--- src/rtl/control_unit.sv ---
// Hardwired Moore sequencer for the single-bus CPU: fetch T0-T2, per-opcode execute T3-T7, HALT until clear.
// Strobes decode combinationally from state + IR[31:27], one state per clock, no backpressure; define CTRL_MULDIV_EN for mul/div.
module control_unit #(
  parameter logic [4:0] ADD_OP = 5'b00011
) (
  input  logic        Clock,
  input  logic        clear,
  input  logic [31:0] IR,
  input  logic        CON_FF,
  output logic        Run,
  output logic        PCout, MDRout, Zhighout, Zlowout, HIout, LOout, In_Portout, Cout, Rout, Baout,
  output logic        PCin, MARin, MDRin, IRin, Yin, Zin_high, Zin_low, HIin, LOin, Rin, ConIn, IncPC,
  output logic        outPortenable,
  output logic        Gra, Grb, Grc,
  output logic        Read, Write,
  output logic [4:0]  operation
);

  typedef enum logic [3:0] {T0, T1, T2, T3, T4, T5, T6, T7, HALT} state_t;
  typedef enum logic [3:0] {
    C_NOP, C_ALU, C_IMM, C_LDI, C_NEG, C_LD, C_ST, C_BR,
    C_JR, C_JAL, C_MFHI, C_MFLO, C_IN, C_OUT, C_MULDIV, C_HALT
  } cls_t;

  state_t     state_q, state_d, last;
  cls_t       cls;
  logic [4:0] opcode;
  logic       unused_ir;

  assign opcode    = IR[31:27];
  assign unused_ir = ^IR[26:0];

  always_comb begin
    cls = C_NOP;
    case (opcode)
      5'b00000: cls = C_LD;
      5'b00001: cls = C_LDI;
      5'b00010: cls = C_ST;
      5'b00011, 5'b00100, 5'b00101, 5'b00110, 5'b00111,
      5'b01000, 5'b01001, 5'b01010, 5'b01011: cls = C_ALU;
      5'b01100, 5'b01101, 5'b01110: cls = C_IMM;
`ifdef CTRL_MULDIV_EN
      5'b01111, 5'b10000: cls = C_MULDIV;
`endif
      5'b10001, 5'b10010: cls = C_NEG;
      5'b10011: cls = C_BR;
      5'b10100: cls = C_JR;
      5'b10101: cls = C_JAL;
      5'b10110: cls = C_IN;
      5'b10111: cls = C_OUT;
      5'b11000: cls = C_MFHI;
      5'b11001: cls = C_MFLO;
      5'b11011: cls = C_HALT;
      default:  cls = C_NOP;
    endcase
  end

  // Final execute state of each instruction class; the sequencer returns to T0 after it.
  always_comb begin
    last = T3;
    case (cls)
      C_ALU, C_IMM, C_LDI: last = T5;
      C_NEG, C_JAL:        last = T4;
      C_LD, C_ST:          last = T7;
      C_BR, C_MULDIV:      last = T6;
      default:             last = T3;
    endcase
  end

  always_comb begin
    state_d = T0;
    case (state_q)
      T0:                 state_d = T1;
      T1:                 state_d = T2;
      T2:                 state_d = T3;
      T3, T4, T5, T6: begin
        if (state_q == T3 && cls == C_HALT) state_d = HALT;
        else if (state_q != last)           state_d = state_t'(state_q + 4'd1);
        else                                state_d = T0;
      end
      HALT:               state_d = HALT;
      default:            state_d = T0;
    endcase
  end

  always_ff @(posedge Clock) begin
    if (clear) state_q <= T0;
    else       state_q <= state_d;
  end

  always_comb begin
    {PCout, MDRout, Zhighout, Zlowout, HIout, LOout, In_Portout, Cout, Rout, Baout} = '0;
    {PCin, MARin, MDRin, IRin, Yin, Zin_high, Zin_low, HIin, LOin, Rin, ConIn, IncPC} = '0;
    outPortenable = 1'b0;
    {Gra, Grb, Grc, Read, Write} = '0;
    operation = '0;
    Run = (state_q != HALT);
    if (!clear) begin
      case (state_q)
        T0: begin PCout = 1'b1; MARin = 1'b1; IncPC = 1'b1; Zin_low = 1'b1; end
        T1: begin Zlowout = 1'b1; PCin = 1'b1; Read = 1'b1; MDRin = 1'b1; end
        T2: begin MDRout = 1'b1; IRin = 1'b1; end
        T3: case (cls)
          C_ALU, C_IMM:      begin Grb = 1'b1; Rout = 1'b1; Yin = 1'b1; end
          C_LDI, C_LD, C_ST: begin Grb = 1'b1; Baout = 1'b1; Yin = 1'b1; end
          C_NEG:  begin Grb = 1'b1; Rout = 1'b1; operation = opcode; Zin_low = 1'b1; end
          C_BR:   begin Gra = 1'b1; Rout = 1'b1; ConIn = 1'b1; end
          C_JR:   begin Gra = 1'b1; Rout = 1'b1; PCin = 1'b1; end
          C_JAL:  begin PCout = 1'b1; Grb = 1'b1; Rin = 1'b1; end
          C_MFHI: begin HIout = 1'b1; Gra = 1'b1; Rin = 1'b1; end
          C_MFLO: begin LOout = 1'b1; Gra = 1'b1; Rin = 1'b1; end
          C_IN:   begin In_Portout = 1'b1; Gra = 1'b1; Rin = 1'b1; end
          C_OUT:  begin Gra = 1'b1; Rout = 1'b1; outPortenable = 1'b1; end
`ifdef CTRL_MULDIV_EN
          C_MULDIV: begin Gra = 1'b1; Rout = 1'b1; Yin = 1'b1; end
`endif
          default: ;
        endcase
        T4: case (cls)
          C_ALU:  begin Grc = 1'b1; Rout = 1'b1; operation = opcode; Zin_low = 1'b1; end
          C_IMM:  begin Cout = 1'b1; operation = opcode; Zin_low = 1'b1; end
          C_LDI, C_LD, C_ST: begin Cout = 1'b1; operation = ADD_OP; Zin_low = 1'b1; end
          C_NEG:  begin Zlowout = 1'b1; Gra = 1'b1; Rin = 1'b1; end
          C_BR:   begin PCout = 1'b1; Yin = 1'b1; end
          C_JAL:  begin Gra = 1'b1; Rout = 1'b1; PCin = 1'b1; end
`ifdef CTRL_MULDIV_EN
          C_MULDIV: begin
            Grb = 1'b1; Rout = 1'b1; operation = opcode; Zin_high = 1'b1; Zin_low = 1'b1;
          end
`endif
          default: ;
        endcase
        T5: case (cls)
          C_ALU, C_IMM, C_LDI: begin Zlowout = 1'b1; Gra = 1'b1; Rin = 1'b1; end
          C_LD, C_ST: begin Zlowout = 1'b1; MARin = 1'b1; end
          C_BR:       begin Cout = 1'b1; operation = ADD_OP; Zin_low = 1'b1; end
`ifdef CTRL_MULDIV_EN
          C_MULDIV:   begin Zlowout = 1'b1; LOin = 1'b1; end
`endif
          default: ;
        endcase
        T6: case (cls)
          C_LD: begin Read = 1'b1; MDRin = 1'b1; end
          C_ST: begin Gra = 1'b1; Rout = 1'b1; MDRin = 1'b1; end
          C_BR: begin Zlowout = 1'b1; PCin = CON_FF; end
`ifdef CTRL_MULDIV_EN
          C_MULDIV: begin Zhighout = 1'b1; HIin = 1'b1; end
`endif
          default: ;
        endcase
        T7: case (cls)
          C_LD: begin MDRout = 1'b1; Gra = 1'b1; Rin = 1'b1; end
          C_ST: Write = 1'b1;
          default: ;
        endcase
        default: ;
      endcase
    end
  end

endmodule
--- config.mk ---
export PLATFORM = sky130hd
export DESIGN_NAME = control_unit
export DESIGN_NICKNAME = d
export VERILOG_FILES = /design/src/rtl/control_unit.sv
export SDC_FILE = /design/constraint.sdc
export NUM_CORES = 1
export LEC_CHECK = 0
export ABC_AREA = 1
export ABC_CLOCK_PERIOD_IN_PS = 3600
export CAP_MARGIN = 20
export CORE_UTILIZATION = 41
export CTS_CLUSTER_SIZE = 24
export DETAILED_ROUTE_END_ITERATION = 12
export PLACE_DENSITY = 0.85
export SETUP_SLACK_MARGIN = 0.2
export SLEW_MARGIN = 20
export SYNTH_ARGS = -nofsm -noshare
export SYNTH_HDL_FRONTEND = slang
export SYNTH_SLANG_ARGS = --single-unit
export TNS_END_PERCENT = 10
--- constraint.sdc ---
create_clock -name Clock -period 3.6 [get_ports Clock]
set_clock_uncertainty 0.1 [all_clocks]
set_input_delay 0.72 -clock Clock [delete_from_list [all_inputs] [get_ports Clock]]
set_output_delay 0.72 -clock Clock [all_outputs]
set_load 0.02 [all_outputs]
# After elaboration in Yosys (flattened, before gate mapping)
# Memories as Yosys holds them, arrays and structs flattened.
# Index checks and enable logic that the tools add are counted.
[totals] regBits=4 mem_bits_ro=176 input_bits=35 out_inout_bits=34 elab_cells=122 n_memories=2
[classes] addsub=1 eq_ne=24 n_mux=79 n_reduce_logical=15
[mem_list] memory="(name not given)" depth=32 word_bits=4 rd=1 rd_clocked_by_memory_dff=0 wr=0 line="35" text="case (opcode)"
[mem_list] memory="(name not given)" depth=16 word_bits=3 rd=1 rd_clocked_by_memory_dff=0 wr=0 line="61" text="case (cls)"
[op_table] operator="$mux 1" count=58
[op_table] operator="$eq 4x3->1 const B" count=8
[op_table] operator="$eq 4x4->1 const B" count=8
[op_table] operator="$pmux 4 s5" count=1
[op_table] operator="$eq 4x2->1 const B" count=4
[op_table] operator="$pmux 1 s4" count=4
[op_table] operator="$pmux 5 s3" count=1
[op_table] operator="$pmux 1 s2" count=6
[op_table] operator="$reduce_or 4->1" count=3
[op_table] operator="$reduce_or 6->1" count=2
[op_table] operator="$mux 5" count=2
[op_table] operator="$pmux 5 s2" count=1
[op_table] operator="$eq 4x1->1 const B" count=2
[op_table] operator="$mux 4" count=2
[op_table] operator="$reduce_or 2->1" count=4
[op_table] operator="$reduce_or 7->1" count=1
[op_table] operator="$pmux 1 s3" count=2
[op_table] operator="$reduce_or 3->1" count=2
[op_table] operator="$pmux 1 s5" count=1
[op_table] operator="$reduce_or 5->1" count=1
[op_table] operator="$add 4x1->4 const B" count=1
[op_table] operator="$logic_not 4->1" count=1
[op_table] operator="$ne 4x4->1" count=1
[op_table] operator="$ne 4x4->1 const B" count=1
[op_table] operator="other kinds (2)" count=2

# Longest topological paths before layout
# An unclocked memory read counts as a cell.
[logic_depth] word_depth=6 ltp_mapped=19 mapped_depth_nobuf=19

# Worst setup path after synthesis
# No wires, ideal clock.
[synth_timing] kind="input to output" startpoint="input IR[31]" endpoint="output operation[2]" arrival_time_ps=2646 required_ps=2780 setup_slack_ps=134 cell_stages=11 path_buffers=1 cell_sequence="buf_2 > inv_1 > o221ai_1 > a22oi_1 > ha_1 > inv_1 > nor2_2 > inv_2 > o22ai_2 > inv_2 > nor3_1"
[synth_via] elab_chain_len=6 elab_cells_between_ends=13 cone_classes="6 x eq/ne; 4 x mux; 2 x reduce/logical; 1 x memory"
[synth_rtl] element="start: declaration" line="8" text="input logic [31:0] IR,"
[synth_rtl] element="$mem_v2 32x4 (*)"
[synth_rtl] element="$eq 4x3->1 (tied with other cells)" line="119" text="T4: case (cls)"
[synth_rtl] element="$reduce_or 3->1 or $reduce_or 2->1 (tied branches)"
[synth_rtl] element="$pmux 5 s2" line="119"
[synth_rtl] element="$pmux 5 s3 (*)" line="99" text="case (state_q)"
[synth_rtl] element="$mux 5 (*)" line="98" text="if (!clear) begin"
[synth_rtl] element="end: declaration" line="16" text="output logic [4:0] operation"
# Every way passes the cells marked *; elsewhere a longest branch is shown, timed or not.

# Final worst setup path
[layout_timing] startpoint="input IR[27]" endpoint="output MDRin"
[layout_via] elab_chain_len=6 elab_cells_between_ends=7 cone_classes="2 x eq/ne; 3 x mux; 1 x reduce/logical; 1 x memory"
[layout_rtl] element="$mem_v2 32x4 (*)"
[layout_rtl] element="$eq 4x3->1" line="142" text="T6: case (cls)"
[layout_rtl] element="$reduce_or 2->1 (no line) (*)"
[layout_rtl] element="$mux 1 (*)" line="142"
[layout_rtl] element="$pmux 1 s2 (*)" line="99"
[layout_rtl] element="$mux 1 (*)" line="98"
[layout_rtl] element="end: declaration" line="12" text="output logic PCin, MARin, MDRin, IRin, Yin, Zin_high, Zin_low, HIin, LOin, Rin, ConIn, IncPC,"
# Marked as above.

==> flow_metrics.py <==
metrics = {
    "timing": {
        "max_freq_mhz": 280.6,
        "hold_viol_final": 0,
        "worst_slew_pin_slew_ps": 498.5,
        "setup_ws_ps": 35.60,
        "setup_tns_ps": 0,
        "finalMaxSlewViolations": 0,
        "worst_slew_margin_rel_pct": 66.64,
        "rsz0062_at_grt": "yes",
        "finalCritPeriodShare_pct": 99.01,
        "fin_crit_ps": 3564,
        "setup_violations": 0,
    },
    "synthesis": {
        "ys.flop_type": "dfxtp_1",
        "synth_area_leaders": "ha_1, inv_1, nand2_1",
        "ys_ff_latch": 4,
        "synth_top_area_share_pct": 14.03,
        "synth_edf_count": 0,
        "ys_types": 33,
        "ys_seq_area_share_pct": 5.987,
        "yosysMostFrequentCell": "inv_1",
        "synth_warnings": 0,
        "netlist_area_um2": 1338,
        "synthCells": 238,
        "synth_commonest_cells": "inv_1, nand2_1, nor2_1",
        "async_flop_share_pct": 0,
        "yosys.area.top_type": "ha_1",
        "syn_avg_cell_area_um2": 5.620,
    },
    "floorplanning": {
        "fp-row-count": 20,
        "die_area_um2": 3495,
        "start_util_pct": 43.46,
        "die_h_um": 59.12,
        "core_um2": 3078,
        "ios": 69,
        "die-width_um": 59.12,
    },
    "critical_path": {
        "crit_fanout": 4,
        "worstSetupPathType": "input pin to primary output",
        "arrival_ps": 2740,
        "endpoint_kind": "primary output",
        "required_ps": 2780,
        "start_kind": "input pin",
    },
    "drt": {
        "drt_wl_total_um": 6322,
        "wire_per_inst_um": 16.77,
        "vias_per_cell": 5.562,
        "dr_total_vias": 2097,
        "initialDrtViolationCount": 196,
        "dr.pass1.iters": 5,
        "drtAntennaViolNets": 0,
        "drcViolationCount": 0,
    },
    "cts": {
        "cts_tree": "done",
        "cts_sinks": 4,
        "clockBufferDepth": 2,
        "ctsHoldBuffers": 0,
        "clk-insertion-delay-late_ps": 230,
        "cts_max_level": 1,
        "clk_pin_slew_ps": 40,
        "cts_buffers": 3,
        "cts_root_buf": "clkbuf_4",
    },
    "power_and_ir_drop": {
        "ir_drop_uv": 131.7,
        "pwr_density_cell_nw_per_um2": 216.3,
        "p_leak_nw": 1.178,
    },
    "global_routing": {
        "antenna_found_initial": 0,
        "grt_pass1_wl_um": 9384,
        "grtUsageTotal_pct": 34.85,
        "overflow": 0,
        "grt_pass1_vias": 1997,
        "grt_max_degree": 24,
    },
    "min_path": {
        "hold_path_class": "flip-flop to flip-flop",
    },
    "placement": {
        "dp_slack_ps": -995.2,
        "gp_congestion": 0.9800,
        "dp_hpwl_um": 3625,
        "dpl_cell_area_um2": 2141,
        "portBuffers": 37,
    },
    "final_layout": {
        "design_area_um2": 2400,
        "areaGrowthSynthToFinish_pct": 79.42,
        "num_antenna_cells": 0,
        "drive_gt1_share_pct": 45.05,
        "largest_registers": "state_q (4)",
        "largest_reg_flops": 4,
        "regMostFlops": "state_q",
        "finalNetCount": 385,
        "postLayoutCoreUtil_pct": 77.97,
        "n_fill_cell": 199,
    },
    "status": {
        "status": "finished clean",
    },
    "flow_run": {
        "drv_cap": 0,
    },
}
-- critical path: stages --
cell             delay [ps]
buf_8                    90
inv_6                    40
ha_4                    150
buf_6                   110
inv_2                    50
nand3_2                  80
nand3_2                  70
o21a_1                  180
buf_6                   150
ha_4                    160
inv_6                    50
nor2_1                  180
nand2_1                 160
a21oi_1                 220
clkdlybuf4s15_1         330
-- cell families (layout without fill, tap and decap cells) --
group,count (synthesis),after routing,synth area share [%]
adder cells (fa/ha/maj),15,15,14.03
XOR/XNOR,1,1,0.6549
AND/OR/NAND/NOR,118,118,40.97
flip-flops,4,4,5.987
buffers and inverters,57,149,17.96
other,1,4,0.2804
AO/OA/AOI/OAI,42,42,20.11
-- metal layers --
metal  share of wire [%]  track usage (%)
met1                  40            42.05
met5                   0                0
met4                 4.7            15.31
met2                  47            60.88
met3                 9.1            5.240
-- cells in the final DEF, fill, tap and decap left out, types with 5 or more instances in the layout --
cell             synthesis  routed
inv_1                   38      29
ha_1                    15       8
a21oi_1                 16      15
a31oi_1                  7       7
ha_4                     0       7
buf_2                    1       8
dlygate4sd2_1            0       9
nand3_1                 15       9
nand2_2                  5       9
inv_2                    9      15
nand2_1                 35      31
nand3_2                  1       6
buf_4                    4      58
nand4_1                 12      12
buf_6                    1       9
nor2_4                   0       5
clkdlybuf4s50_1          0       5
nor2_1                  35      34
-- area by class of cell --
type | count | area [µm²] | area share, %
Multi-Input combinational cell | 180 | 1249 | 52.03
Timing Repair Buffer | 97 | 792.0 | 33.00
Inverter | 49 | 201.4 | 8.394
Clock buffer | 3 | 22.52 | 0.9385
Tap cell | 44 | 55.05 | 2.294
Sequential cell | 4 | 80.08 | 3.337
-- per-stage QoR --
step | total power (W) | hold slack, ps | std cells
detailed placement | 0.0003890 | 437.3 | 370
floorplan | 0.0002462 | 494.5 | 241
global route | 0.0005447 | 470.0 | 377
finish | 0.0005191 | 440.7 | 377
global placement | 0.0003835 | 430.6 | 370
CTS | 0.0004722 | 442.1 | 376
-- repair_timing --
action	in CTS	in global routing
endpoints found under the setup margin	27	27
setup buffers	3	1
resized for setup	157	19
pin swaps	21	9
-- worst paths after layout --
kind / startpoint / to / slack, ps / cells after the start
max: IR[27] / MDRin / 40 / 15
min: state_q[3] / state_q[3] / 440 / 2
max reg2reg: state_q[0] / state_q[0] / 1520 / 9
min reg2reg: state_q[3] / state_q[3] / 440 / 2
-- power by group --
group,total [W],leakage (nW),internal [W],switching [W]
clock network,0.0000531,0.0138,0.0000371,0.0000159
registers,0.0000591,0.0328,0.0000504,0.00000870
logic,0.000407,1.13,0.000165,0.000242
Power figures use the tool's default switching activity.
==> RTL edit 1 (same settings) <==
Build with the macro `CTRL_MULDIV_EN` defined.
--- a/src/rtl/control_unit.sv
+++ b/src/rtl/control_unit.sv
@@ -1,4 +1,6 @@
 // Hardwired Moore sequencer for the single-bus CPU: fetch T0-T2, per-opcode execute T3-T7, HALT until clear.
 // Strobes decode combinationally from state + IR[31:27], one state per clock, no backpressure; define CTRL_MULDIV_EN for mul/div.
+`define CTRL_MULDIV_EN
+
 module control_unit #(
   parameter logic [4:0] ADD_OP = 5'b00011
Behaviour: not the same (Yosys sat finds a counterexample within 4 cycles, from zero or initial values).
==> RTL edit 1 against the original RTL <==
Die area grew 11%; sequential power is essentially flat; sequential cell count is the same; design area grew 14%; area after synthesis grew 11%; non-clock buffer count grew 15; worst setup slack gained 0.069 ns; hold slack gained 0.043 ns; sequential share of layout area shrank 0.42 points; highest routed layer unchanged; critical path type unchanged; via count grew 8.7%; wire length grew 5.8%; total power grew 10%.
==> RTL edit 1: results (changes against the original RTL) <==
The count of placed standard cells including taps is 393 (+6.2%). The compound-cell area share of the yosys netlist works out to 16.04% (-4.1 points). Cell class contributing the biggest share of worst-path delay: buffers and inverters. The run gives 4068 µm (+12%) as the total half-perimeter wirelength after legalization and detailed placement. The run gives 2280 (+8.7%) as the via count. The logs give 1.304 nW (+11%) for the total leakage power and 0.002402 mm² (+12%) for the post-placement cell area. Synthesized-area fraction occupied by adder cells: 11.75% (-2.3 points).

The average size of a mapped cell came out at 5.844 µm² (+4.0%). The count of buffers inserted at the top-level ports came out at 41 (+11%). The run finished with clean final reports. The run gives 0.9460 (-3.5%) as the routability congestion estimate. The most used flip-flop cell after synthesis is dfxtp_1.

The largest buffer count on any clock path came out at 2 (unchanged). The tools report the via count of the first global-routing pass as 2132 (+6.8%). Worst slew slack as a fraction of its limit: 80.79% (+14 points). The clock latency on the worst-skew pair was 0.25 ns (+0.02 ns).

The tools report the overall routing resource usage as 30.26% (-4.6 points). The fraction of final layout cells sized beyond drive strength 1 was 51.37% (+6.3 points). Number of post-CTS setup repair buffers: 7 (+4). For the distinct cell type count of the synthesized netlist, the log shows 35 (+6.1%). The sequential element share of the synthesized area was 5.374% (-0.61 points).

The post-detailed-route via-to-cell ratio was 5.561 (about the same). The first-pass GRT wire length was 9473 µm (+0.95%); the initial DRC count was 189 (-3.6%). The cell at the slowest stage of the critical path is a32oi_4. The max capacitance violation total was 0 (unchanged). For the filler cell count, the log shows 220 (+11%). The run gives 1.84 ns (+0.32 ns) as the minimum setup slack among reg-to-reg paths. Tracing the worst setup path back leads to its startpoint at IR[28]. The maximum cell stage delay along the critical path is 0.28 ns (-0.05 ns), and the number of instances resized during post-cts repair is 144 (-8.3%). By area the synthesized netlist is led by nand2_1, ha_1, nor2_1, nand3_1, inv_1.

The commonest cells after synthesis are nand2_1, nor2_1, inv_1. The number of nets in the layout is 415 (+7.8%). The logs give 2.67 ns (-0.07 ns) for the critical path arrival and 6687 µm (+5.8%) for the routed wire length. The largest fanout of any net on the critical path was 3 (-1); the highest ir drop seen on vdd was 0.1009 mV (-23%).
## RTL edit 1: worst min-delay path by stage
stage                    start    endpoint  slack [ns]  cells after the start
finish              state_q[3]  state_q[3]        0.48                      2
floorplan           state_q[2]  state_q[2]        0.50                      4
global placement    state_q[3]  state_q[3]        0.47                      2
global route        state_q[3]  state_q[3]        0.51                      2
CTS                 state_q[3]  state_q[3]        0.48                      2
detailed placement  state_q[3]  state_q[3]        0.48                      2
## RTL edit 1: where the power goes
group	switching [mW]	internal (mW)
clock	0.0244	0.0377
sequential	0.00848	0.0504
combinational	0.260	0.193
total	0.292	0.281
## RTL edit 1: metrics by stage
step | worst slack [ns] | setup TNS, ns | total power [mW]
3_5_place_dp | -0.8713 | -21.13 | 0.4276
4_1_cts | 0.1673 | 0 | 0.5186
3_3_place_gp | -0.7594 | -18.37 | 0.4201
5_1_grt | 0.03609 | 0 | 0.6043
6_report | 0.1051 | 0 | 0.5734
2_1_floorplan | 0.1279 | 0 | 0.2806
## RTL edit 1: logic make-up (layout without fill, tap and decap cells)
logic type / after synthesis / in the layout
AOI/OAI and AO/OA: 38 / 38
xor gates and xnor gates: 1 / 1
adders and majority gates: 14 / 14
buffers and inverters: 48 / 157
DFF: 4 / 4
and+or+nand+nor: 150 / 150
## RTL edit 1: cell type report
cell class / count / area [µm²] / area share (%)
clock buffers: 3 / 22.52 / 0.8215
inverters: 42 / 177.7 / 6.481
multi-input cells: 203 / 1478 / 53.90
flip-flops and latches: 4 / 80.08 / 2.921
well taps: 46 / 57.56 / 2.099
repair buffers: 112 / 925.9 / 33.77
## RTL edit 1: metal layers
layer	vias to the layer above	routed length, µm	track usage [%]	share of wire [%]
met2	141	3339	54.67	50
met1	1046	2601	34.22	39
met3	34	382	4.596	5.7
met4	0	363	15.12	5.4
met5	-	0	0	0
li1	1059	-	-	-
==> RTL edit 2 (config.mk and constraints unchanged) <==
Without the edit above. Register the output `Baout`, without a reset; this adds one clock of latency there. The other outputs are not delayed to match.
--- a/src/rtl/control_unit.sv
+++ b/src/rtl/control_unit.sv
@@ -22,4 +22,6 @@
     C_JR, C_JAL, C_MFHI, C_MFLO, C_IN, C_OUT, C_MULDIV, C_HALT
   } cls_t;
+
+  logic Baout_d;
 
   state_t     state_q, state_d, last;
@@ -90,5 +92,5 @@
 
   always_comb begin
-    {PCout, MDRout, Zhighout, Zlowout, HIout, LOout, In_Portout, Cout, Rout, Baout} = '0;
+    {PCout, MDRout, Zhighout, Zlowout, HIout, LOout, In_Portout, Cout, Rout, Baout_d} = '0;
     {PCin, MARin, MDRin, IRin, Yin, Zin_high, Zin_low, HIin, LOin, Rin, ConIn, IncPC} = '0;
     outPortenable = 1'b0;
@@ -103,5 +105,5 @@
         T3: case (cls)
           C_ALU, C_IMM:      begin Grb = 1'b1; Rout = 1'b1; Yin = 1'b1; end
-          C_LDI, C_LD, C_ST: begin Grb = 1'b1; Baout = 1'b1; Yin = 1'b1; end
+          C_LDI, C_LD, C_ST: begin Grb = 1'b1; Baout_d = 1'b1; Yin = 1'b1; end
           C_NEG:  begin Grb = 1'b1; Rout = 1'b1; operation = opcode; Zin_low = 1'b1; end
           C_BR:   begin Gra = 1'b1; Rout = 1'b1; ConIn = 1'b1; end
@@ -159,3 +161,7 @@
   end
 
+  always_ff @(posedge Clock) begin
+    Baout <= Baout_d;
+  end
+
 endmodule
Formal check against the unedited RTL: not equivalent (a bounded check fails within 4 cycles, from zero or initial values).
==> RTL edit 2 against the original RTL <==
Critical path depth unchanged; design area grew 0.68%; wire length shrank 8.4%; critical path type unchanged; area after synthesis up 4.2%; combinational power fell by 1%; clock power increased by 22%; sequential cell count up 1; register-to-register slack got worse by 0.05 ns; worst setup slack improved by 0.049 ns; die area up 4.1%; total power increased by 3.6%; global-route usage decreased by 4.0 points; non-clock buffer count grew 2; highest routed layer unchanged; maximum frequency grew 1.4%.
==> RTL edit 2: results (changes against the original RTL) <==
Routed wire length: 5790 µm (-8.4%). The distinct cell type count of the synthesized netlist is 39 (+18%). The run gives 1879 (-5.9%) as the via count of the first global-routing pass.

The end of the critical path is Rout. For the sequential element share of the synthesized area, the log shows 7.181% (+1.2 points). The count of placed standard cells including taps came out at 358 (-3.2%). The relative contribution of sequential cells to total power is 13.2% (+1.8 points). The run gives 135 (-14%) as the number of instances resized during post-cts repair. The worst hold slack after final layout is 0.5093 ns (+0.06859 ns). In this run the critical register-to-register path is captured at state_q[2].

Maximum cell stage delay along the critical path: 0.22 ns (-0.11 ns). Routed wire length on met3: 361 µm (-37%). The tools report the critical path arrival as 2.69 ns (-0.05 ns). Among all stages on the critical path, the largest delay is contributed by o2111ai_4. The post-detailed-route via-to-cell ratio came out at 5.486 (-1.4%). Relative to the synthesized area, the layout overhead comes to 73.34%. The tools report the number of nets in the layout as 377 (-2.1%).

The routability congestion estimate was 0.9451 (-3.6%); the filler cell count was 222 (+12%). The highest ir drop seen on vdd was 0.1376 mV (+4.5%). Largest net degree at the start of global routing: 25 (+4.2%). The run gives 2963 µm (+0.58%) as the routed length on met2. The global-route track usage on met2 was 54.32% (-6.6 points); the count of buffers inserted at the top-level ports was 37 (unchanged). The flow ran to the end, and the final reports show no timing, DRC or antenna violations.

The overall routing resource usage was 30.81% (-4.0 points). The logs give 0.08501 ns (+0.04942 ns) for the worst setup margin and 0.002180 mm² (+1.8%) for the post-placement cell area. The depth of the worst register-to-register path is 8 (-1). The fraction of final layout cells sized beyond drive strength 1 works out to 45.40% (+0.35 points).

For the post-placement worst setup slack, the log shows -0.9256 ns (+0.06953 ns). In this run the most critical hold path is launched from state_q[3]. For the global-route met3 utilization, the log shows 4.545% (-0.69 points).

The first-pass GRT wire length was 8507 µm (-9.3%); the worst hold path depth was 2 (unchanged). The clock network power share is 12.1% (+1.9 points). The initial DRC count came out at 198 (+1.0%). The clock transition time at the flip-flop clock pins of the worst setup and hold paths was 0.04 ns (about the same); the minimum setup slack among reg-to-reg paths was 1.47 ns (-0.05 ns).

The detailed-route wire length per cell is 15.65 µm (-6.7%). The largest registers in the layout are state_q: 4 flops, Baout: 1 flops. For the wire length on met1, the log shows 2286 µm (-8.7%). Ranked by instance count, the synthesized netlist is headed by inv_1, nand2_1, nor2_1. Total half-perimeter wirelength after legalization and detailed placement: 3784 µm (+4.4%). The tools report the post-detailed-route DRC marker count as 0 (unchanged). Switching share of total power: 49.89% (-1.4 points).

Ranked by total cell area, the synthesized netlist is headed by ha_1, inv_1, nand2_1, nor2_1, dfxtp_1. The number of post-CTS setup repair buffers was 6 (+3); the total power was 0.5376 mW (+3.6%). The tools report the met1 routing resource usage after global routing as 38.25% (-3.8 points).
[RTL edit 2: changes by cell type after synthesis, moves of 4 or more]
cell / delta
o21ai_0: +9
a21oi_1: -7
nand4_1: -6
a31oi_1: -4
inv_2: -4
o21ai_1: -4
[RTL edit 2: layout make-up]
type | instances | share of cell area (%)
flip-flops and latches | 5 | 4.143
multi-input cells | 177 | 52.93
well taps | 44 | 2.279
repair buffers | 99 | 32.57
clock buffers | 4 | 1.088
inverters | 41 | 6.991
[RTL edit 2: cells by family (layout without fill, tap and decap cells)]
family / count (synthesis) / in the layout / synth area share (%)
xor+xnor: 1 / 1 / 0.6285
buf+inv: 50 / 144 / 15.44
fa+ha+maj: 15 / 15 / 13.46
other cells: 1 / 4 / 0.2690
flops: 5 / 5 / 7.182
simple gates: 120 / 120 / 45.96
compound gates: 37 / 37 / 17.06
